==> config.mk <==
export PLATFORM = sky130hd
export DESIGN_NAME = alu_acc_ctrl_flat
export DESIGN_NICKNAME = d
export VERILOG_FILES = /design/src/rtl/alu_acc_ctrl_if.sv /design/src/rtl/alu_acc_ctrl.sv /design/src/flat_wrapper.sv
export SDC_FILE = /design/constraint.sdc
export NUM_CORES = 1
export LEC_CHECK = 0
export CORE_MARGIN = 2
export CORE_UTILIZATION = 36
export CTS_CLUSTER_SIZE = 8
export DETAILED_ROUTE_END_ITERATION = 16
export PLACE_DENSITY = 0.75
export RECOVER_POWER = 100
export SLEW_MARGIN = 20
export SYNTH_ARGS = -nofsm -noshare
export SYNTH_HDL_FRONTEND = slang
export SYNTH_SLANG_ARGS = --single-unit
==> constraint.sdc <==
create_clock -name clk -period 1.4 [get_ports clk]
set_input_delay 0.35 -clock clk [delete_from_list [all_inputs] [get_ports clk]]
set_output_delay 0.35 -clock clk [all_outputs]
set_load 0.05 [all_outputs]
==> src/rtl/alu_acc_ctrl_if.sv <==
// Request/response handshake bundle for alu_acc_ctrl.
// Request: in_valid/in_ready carry in_load, in_op, in_data.
// Response: out_valid/out_ready carry out_data, out_ovf.
interface alu_acc_ctrl_if;
    logic       in_valid;
    logic       in_ready;
    logic       in_load;
    logic [1:0] in_op;
    logic [7:0] in_data;
    logic       out_valid;
    logic       out_ready;
    logic [7:0] out_data;
    logic       out_ovf;

    // Upstream producer / downstream consumer side.
    modport master (
        output in_valid,
        output in_load,
        output in_op,
        output in_data,
        output out_ready,
        input  in_ready,
        input  out_valid,
        input  out_data,
        input  out_ovf
    );

    // The sequencer itself.
    modport slave (
        input  in_valid,
        input  in_load,
        input  in_op,
        input  in_data,
        input  out_ready,
        output in_ready,
        output out_valid,
        output out_data,
        output out_ovf
    );
endinterface

==> src/rtl/alu_acc_ctrl.sv <==
// Accumulator sequencer in front of the 8-bit ALU.
// Ports: clk, rst (async high); bus (slave handshake bundle);
//   alu_a/alu_b/alu_s to the ALU, alu_f/alu_ovf back from it;
//   acc, ovf_sticky, op_count status.
module alu_acc_ctrl (
    input  logic       clk,
    input  logic       rst,
    alu_acc_ctrl_if.slave bus,
    output logic [7:0] alu_a,
    output logic [7:0] alu_b,
    output logic [1:0] alu_s,
    input  logic [7:0] alu_f,
    input  logic       alu_ovf,
    output logic [7:0] acc,
    output logic       ovf_sticky,
    output logic [7:0] op_count
);

    typedef enum logic [1:0] {
        IDLE = 2'd0,
        EXEC = 2'd1,
        RESP = 2'd2
    } state_t;

    state_t     state_q, state_d;
    logic [7:0] acc_q, acc_d;
    logic [7:0] b_q, b_d;
    logic [1:0] s_q, s_d;
    logic [7:0] out_data_q, out_data_d;
    logic       out_ovf_q, out_ovf_d;
    logic       sticky_q, sticky_d;
    logic [7:0] count_q, count_d;

    always_ff @(posedge clk or posedge rst) begin
        if (rst) begin
            state_q    <= IDLE;
            acc_q      <= 8'h00;
            b_q        <= 8'h00;
            s_q        <= 2'b00;
            out_data_q <= 8'h00;
            out_ovf_q  <= 1'b0;
            sticky_q   <= 1'b0;
            count_q    <= 8'h00;
        end else begin
            state_q    <= state_d;
            acc_q      <= acc_d;
            b_q        <= b_d;
            s_q        <= s_d;
            out_data_q <= out_data_d;
            out_ovf_q  <= out_ovf_d;
            sticky_q   <= sticky_d;
            count_q    <= count_d;
        end
    end

    always_comb begin
        state_d    = state_q;
        acc_d      = acc_q;
        b_d        = b_q;
        s_d        = s_q;
        out_data_d = out_data_q;
        out_ovf_d  = out_ovf_q;
        sticky_d   = sticky_q;
        count_d    = count_q;
        case (state_q)
            IDLE: begin
                if (bus.in_valid) begin
                    if (bus.in_load) begin
                        // Load bypasses the ALU and restarts
                        // overflow tracking.
                        acc_d      = bus.in_data;
                        out_data_d = bus.in_data;
                        out_ovf_d  = 1'b0;
                        sticky_d   = 1'b0;
                        state_d    = RESP;
                    end else begin
                        b_d     = bus.in_data;
                        s_d     = bus.in_op;
                        state_d = EXEC;
                    end
                end
            end
            EXEC: begin
                // ALU inputs have been stable for a full cycle.
                acc_d      = alu_f;
                out_data_d = alu_f;
                out_ovf_d  = alu_ovf;
                sticky_d   = sticky_q | alu_ovf;
                count_d    = count_q + 8'd1;
                state_d    = RESP;
            end
            RESP: begin
                if (bus.out_ready) begin
                    state_d = IDLE;
                end
            end
            default: begin
                state_d = IDLE;
            end
        endcase
    end

    // Handshake outputs depend on state only.
    assign bus.in_ready  = (state_q == IDLE);
    assign bus.out_valid = (state_q == RESP);
    assign bus.out_data  = out_data_q;
    assign bus.out_ovf   = out_ovf_q;

    assign alu_a      = acc_q;
    assign alu_b      = b_q;
    assign alu_s      = s_q;
    assign acc        = acc_q;
    assign ovf_sticky = sticky_q;
    assign op_count   = count_q;

endmodule
==> src/flat_wrapper.sv <==
// flat-port wrapper written by rule: the top's interface ports become plain ports
module alu_acc_ctrl_flat 
  (clk, rst, alu_a, alu_b, alu_s, alu_f, alu_ovf, acc, ovf_sticky, op_count, bus_in_valid, bus_in_load, bus_in_op, bus_in_data, bus_out_ready, bus_in_ready, bus_out_valid, bus_out_data, bus_out_ovf);
  alu_acc_ctrl_if bus_i ();
  input  logic clk;
  input  logic rst;
  output logic [7:0] alu_a;
  output logic [7:0] alu_b;
  output logic [1:0] alu_s;
  input  logic [7:0] alu_f;
  input  logic alu_ovf;
  output logic [7:0] acc;
  output logic ovf_sticky;
  output logic [7:0] op_count;
  input wire logic [$bits(bus_i.in_valid)-1:0] bus_in_valid;
  input wire logic [$bits(bus_i.in_load)-1:0] bus_in_load;
  input wire logic [$bits(bus_i.in_op)-1:0] bus_in_op;
  input wire logic [$bits(bus_i.in_data)-1:0] bus_in_data;
  input wire logic [$bits(bus_i.out_ready)-1:0] bus_out_ready;
  output wire logic [$bits(bus_i.in_ready)-1:0] bus_in_ready;
  output wire logic [$bits(bus_i.out_valid)-1:0] bus_out_valid;
  output wire logic [$bits(bus_i.out_data)-1:0] bus_out_data;
  output wire logic [$bits(bus_i.out_ovf)-1:0] bus_out_ovf;
  assign bus_i.in_valid = bus_in_valid;
  assign bus_i.in_load = bus_in_load;
  assign bus_i.in_op = bus_in_op;
  assign bus_i.in_data = bus_in_data;
  assign bus_i.out_ready = bus_out_ready;
  assign bus_in_ready = bus_i.in_ready;
  assign bus_out_valid = bus_i.out_valid;
  assign bus_out_data = bus_i.out_data;
  assign bus_out_ovf = bus_i.out_ovf;
  alu_acc_ctrl u_core (.clk(clk), .rst(rst), .bus(bus_i), .alu_a(alu_a), .alu_b(alu_b), .alu_s(alu_s), .alu_f(alu_f), .alu_ovf(alu_ovf), .acc(acc), .ovf_sticky(ovf_sticky), .op_count(op_count));
endmodule
==> run summary <==
Status -> finished with violations
Failing checks -> setup timing
Area share of fa/ha/maj cells after synthesis -> 0.00857
NetSw -> 2.70 mW
YS warnings -> 0
Syn Inst Count -> 117
M1 GR Usage -> 0.227
Core area -> 3940 um2
Worst-path fanout max -> 3
WP data required -> 1.05 ns
N_diodes -> 0
Syn Nets -> 142
# DRC -> 0
Remaining global-route overflow -> 0
Vias in the first global route -> 1298
Final Instance Count excl. Fillers -> 243
Post-Synth Simple-Gate Area -> 0.0728
Layout cells sized above 1 -> 0.461
Cell Chain, Critical Path -> buf_6, nand2b_4, inv_2, buf_12
Routed WL -> 4050 um
Placed cells -> 225
Commonest cells post-synth -> dfrtp_1 (30), buf_4 (16), o21ai_1 (10)
Seq/Total Area, Yosys -> 0.514
CTS tree -> yes
Top-area cell type share of the netlist area -> 0.514
RSZ-0062 raised after global routing -> true
Max Freq -> 0.677 GHz
Top-count cell post-synth -> dfrtp_1
Largest family of logic cells by synthesized area -> multiplexers
Setup WS pre-CTS -> -0.443 ns
Total track usage -> 0.190
Post-Syn Area -> 1460 um2
Cts hold-fix bufs -> 0
Final setup viols -> 20
CP max stage delay -> 0.40 ns
Max VDD drop -> 1.01 mV
H-tree depth -> 2
Cts bufs inserted -> 5
First-pass GRT wire length -> 6370 um
Max cap viols -> 0
DP Wirelength -> 2850 um
Die ar. -> 4580 um2
Clk pwr share -> 0.121
GPL Wtd Cong -> 0.695
Top Ports -> 70
Synth Area per Inst -> 12.5 um2
Post-synthesis compound-gate area fraction -> 0.0771
Post-synth top flop -> dfrtp_1
Final period utilization -> 1.05
Worst-Margin Slew -> 0.729 ns
Post-synthesis xor/xnor area fraction -> 0.0420
Port-buffer cells -> 69
Logic pwr share -> 0.603
Delay-heaviest family, CP -> flip-flops
Antenna viol nets, final -> 0
Synth area leaders -> dfrtp_1 (51%), mux2_4 (9.3%), buf_4 (8.2%)
Vias per cell -> 4.90
Proportion of synthesized area in mux cells -> 0.163
Largest net degree at the start of global routing -> 31
Startpoint types -> register
Via count -> 1191
CTS Buffer Depth -> 2
Slowest CP cell -> dfrtp_1
Post-synth EDFFs -> 0
Final TNS setup -> -0.862 ns
P&R area growth vs syn -> 56.2%
Data arrival time of the critical path -> 1.13 ns
Post-synth ARST share -> 1.00
Leakage -> 1.08 nW
Clock Tree Root -> clkbuf_8
#FFs+latches synth -> 30
# clock sinks -> 30
Kind of critical path -> register to output pin
Synth area leader -> dfrtp_1
Slew headroom -> 0.514
Routed len/inst -> 16.7 um
Power Density -> 2290 nW/um2
Buf/Inv on CP -> 3
Crit. End Element -> output pin
Reg power frac -> 0.276
Met2 usage -> 0.325
Pint -> 2.53 mW
Unique masters post-synth -> 26
Clock Latency Late Sink -> 0.27 ns
Final Critical Period -> 1.48 ns
Final WS setup -> -0.0762 ns
Met3 Track Usage GR -> 0.0683
Die X -> 67.7 um
HP Class -> register to register
Switching Share -> 0.516
Slew Limit Fails -> 0
Clk_skew -> 0.00279 ns
Final nets -> 218
GR peak layer -> met2
Final hold vios -> 0
Worst-path clk slew -> 0.06 ns
Initial antenna violation count -> 0
Hold Slack -> 0.478 ns
Drt initial violations -> 66
Rows -> 23
DIE HEIGHT -> 67.7 um
Pre-antenna DRT Iters -> 4
Initial core utilization -> 0.370
path summary, 6_finish.rpt:
path,startpoint,to,slack (ns),depth (start not counted)
max in group asynchronous,rst,u_core.alu_b[6]$_DFFE_PP0P_,0.21,3
setup / recovery,u_core.state_q[0]$_DFFE_PP0P_,bus_out_valid,-0.08,4
setup reg to reg,u_core.state_q[0]$_DFFE_PP0P_,u_core.alu_s[1]$_DFFE_PP0P_,-0.07,5
hold reg to reg,u_core.op_count[7]$_DFFE_PP0N_,u_core.op_count[7]$_DFFE_PP0N_,0.48,1
hold / removal,u_core.op_count[7]$_DFFE_PP0N_,u_core.op_count[7]$_DFFE_PP0N_,0.48,1
min in group asynchronous,rst,u_core.op_count[2]$_DFFE_PP0N_,0.72,3
per-layer routing:
metal  vias up  wire length, um
li1        547                -
met2        60             2060
met5         -                0
met1       582             1590
met4         0               14
met3         2              382
flip-flops by register name, summed over array words and instances, names as in the netlist:
| register | flops |
|---|---|
| u_core.alu_b | 8 |
| u_core.state_q | 2 |
| u_core.alu_s | 2 |
| u_core.acc | 8 |
| u_core.bus.out_ovf | 1 |
| u_core.op_count | 8 |
| u_core.ovf_sticky | 1 |
cells in the final DEF (no fill, tap or decap):
master,count
a21oi_2,1
a22o_1,1
and3_1,2
buf_12,9
buf_2,7
buf_4,18
buf_6,5
clkbuf_1,2
clkbuf_16,1
clkbuf_2,16
clkbuf_4,11
clkbuf_8,5
clkdlybuf4s50_1,20
dfrtp_1,30
dlygate4sd2_1,2
dlygate4sd3_1,1
ha_1,1
inv_1,1
inv_2,1
mux2_4,11
mux2i_1,8
nand2_1,3
nand2b_4,1
nand4_1,5
nor2_4,1
nor2b_1,1
nor2b_4,1
nor4b_4,1
o21ai_0,9
o21ai_1,10
or2_1,1
xnor2_1,6
xor2_1,1
layout make-up:
cell class / count / area (um2)
inverters: 2 / 7.51
clock buffers: 7 / 76.3
multi-input cells: 64 / 562
fillers: 315 / 1660
flip-flops and latches: 30 / 751
repair buffers: 90 / 822
well taps: 50 / 62.6
power by group through the flow:
stage | Combinational, mW | Sequential (mW) | Clock (mW)
floorplan | 1.35 | 2.31 | 0
global route | 3.27 | 1.49 | 0.699
global placement | 4.07 | 1.65 | 0
CTS | 4.19 | 1.67 | 0.651
detailed placement | 4.12 | 1.67 | 0
finish | 3.15 | 1.44 | 0.634
kinds of logic (layout without fill, tap and decap cells):
| kind of cell | count (synthesis) | in the layout |
|---|---|---|
| AOI/OAI and AO/OA | 21 | 21 |
| xor gates and xnor gates | 7 | 7 |
| adders and majority gates | 1 | 1 |
| buffers and inverters | 23 | 99 |
| DFF | 30 | 30 |
| muxes | 19 | 19 |
| and+or+nand+nor | 16 | 16 |
stage by stage:
| stage | area, um2 | power, mW | utilization |
|---|---|---|---|
| 3_3_place_gp | 2640 | 5.72 | 0.669 |
| 6_report | 2280 | 5.23 | 0.579 |
| 2_1_floorplan | 1460 | 3.65 | - |
| 5_1_grt | 2280 | 5.45 | 0.579 |
| 4_1_cts | 2770 | 6.51 | 0.704 |
| 3_5_place_dp | 2640 | 5.79 | 0.669 |
timing repair:
item                       CTS  global route
gates resized for setup     10             6
setup endpoints to repair   18            28
pin swaps                    1             3
gates cloned                 0             1
buffers inserted             4             6
Note: power is estimated with default switching activity, not from simulation.
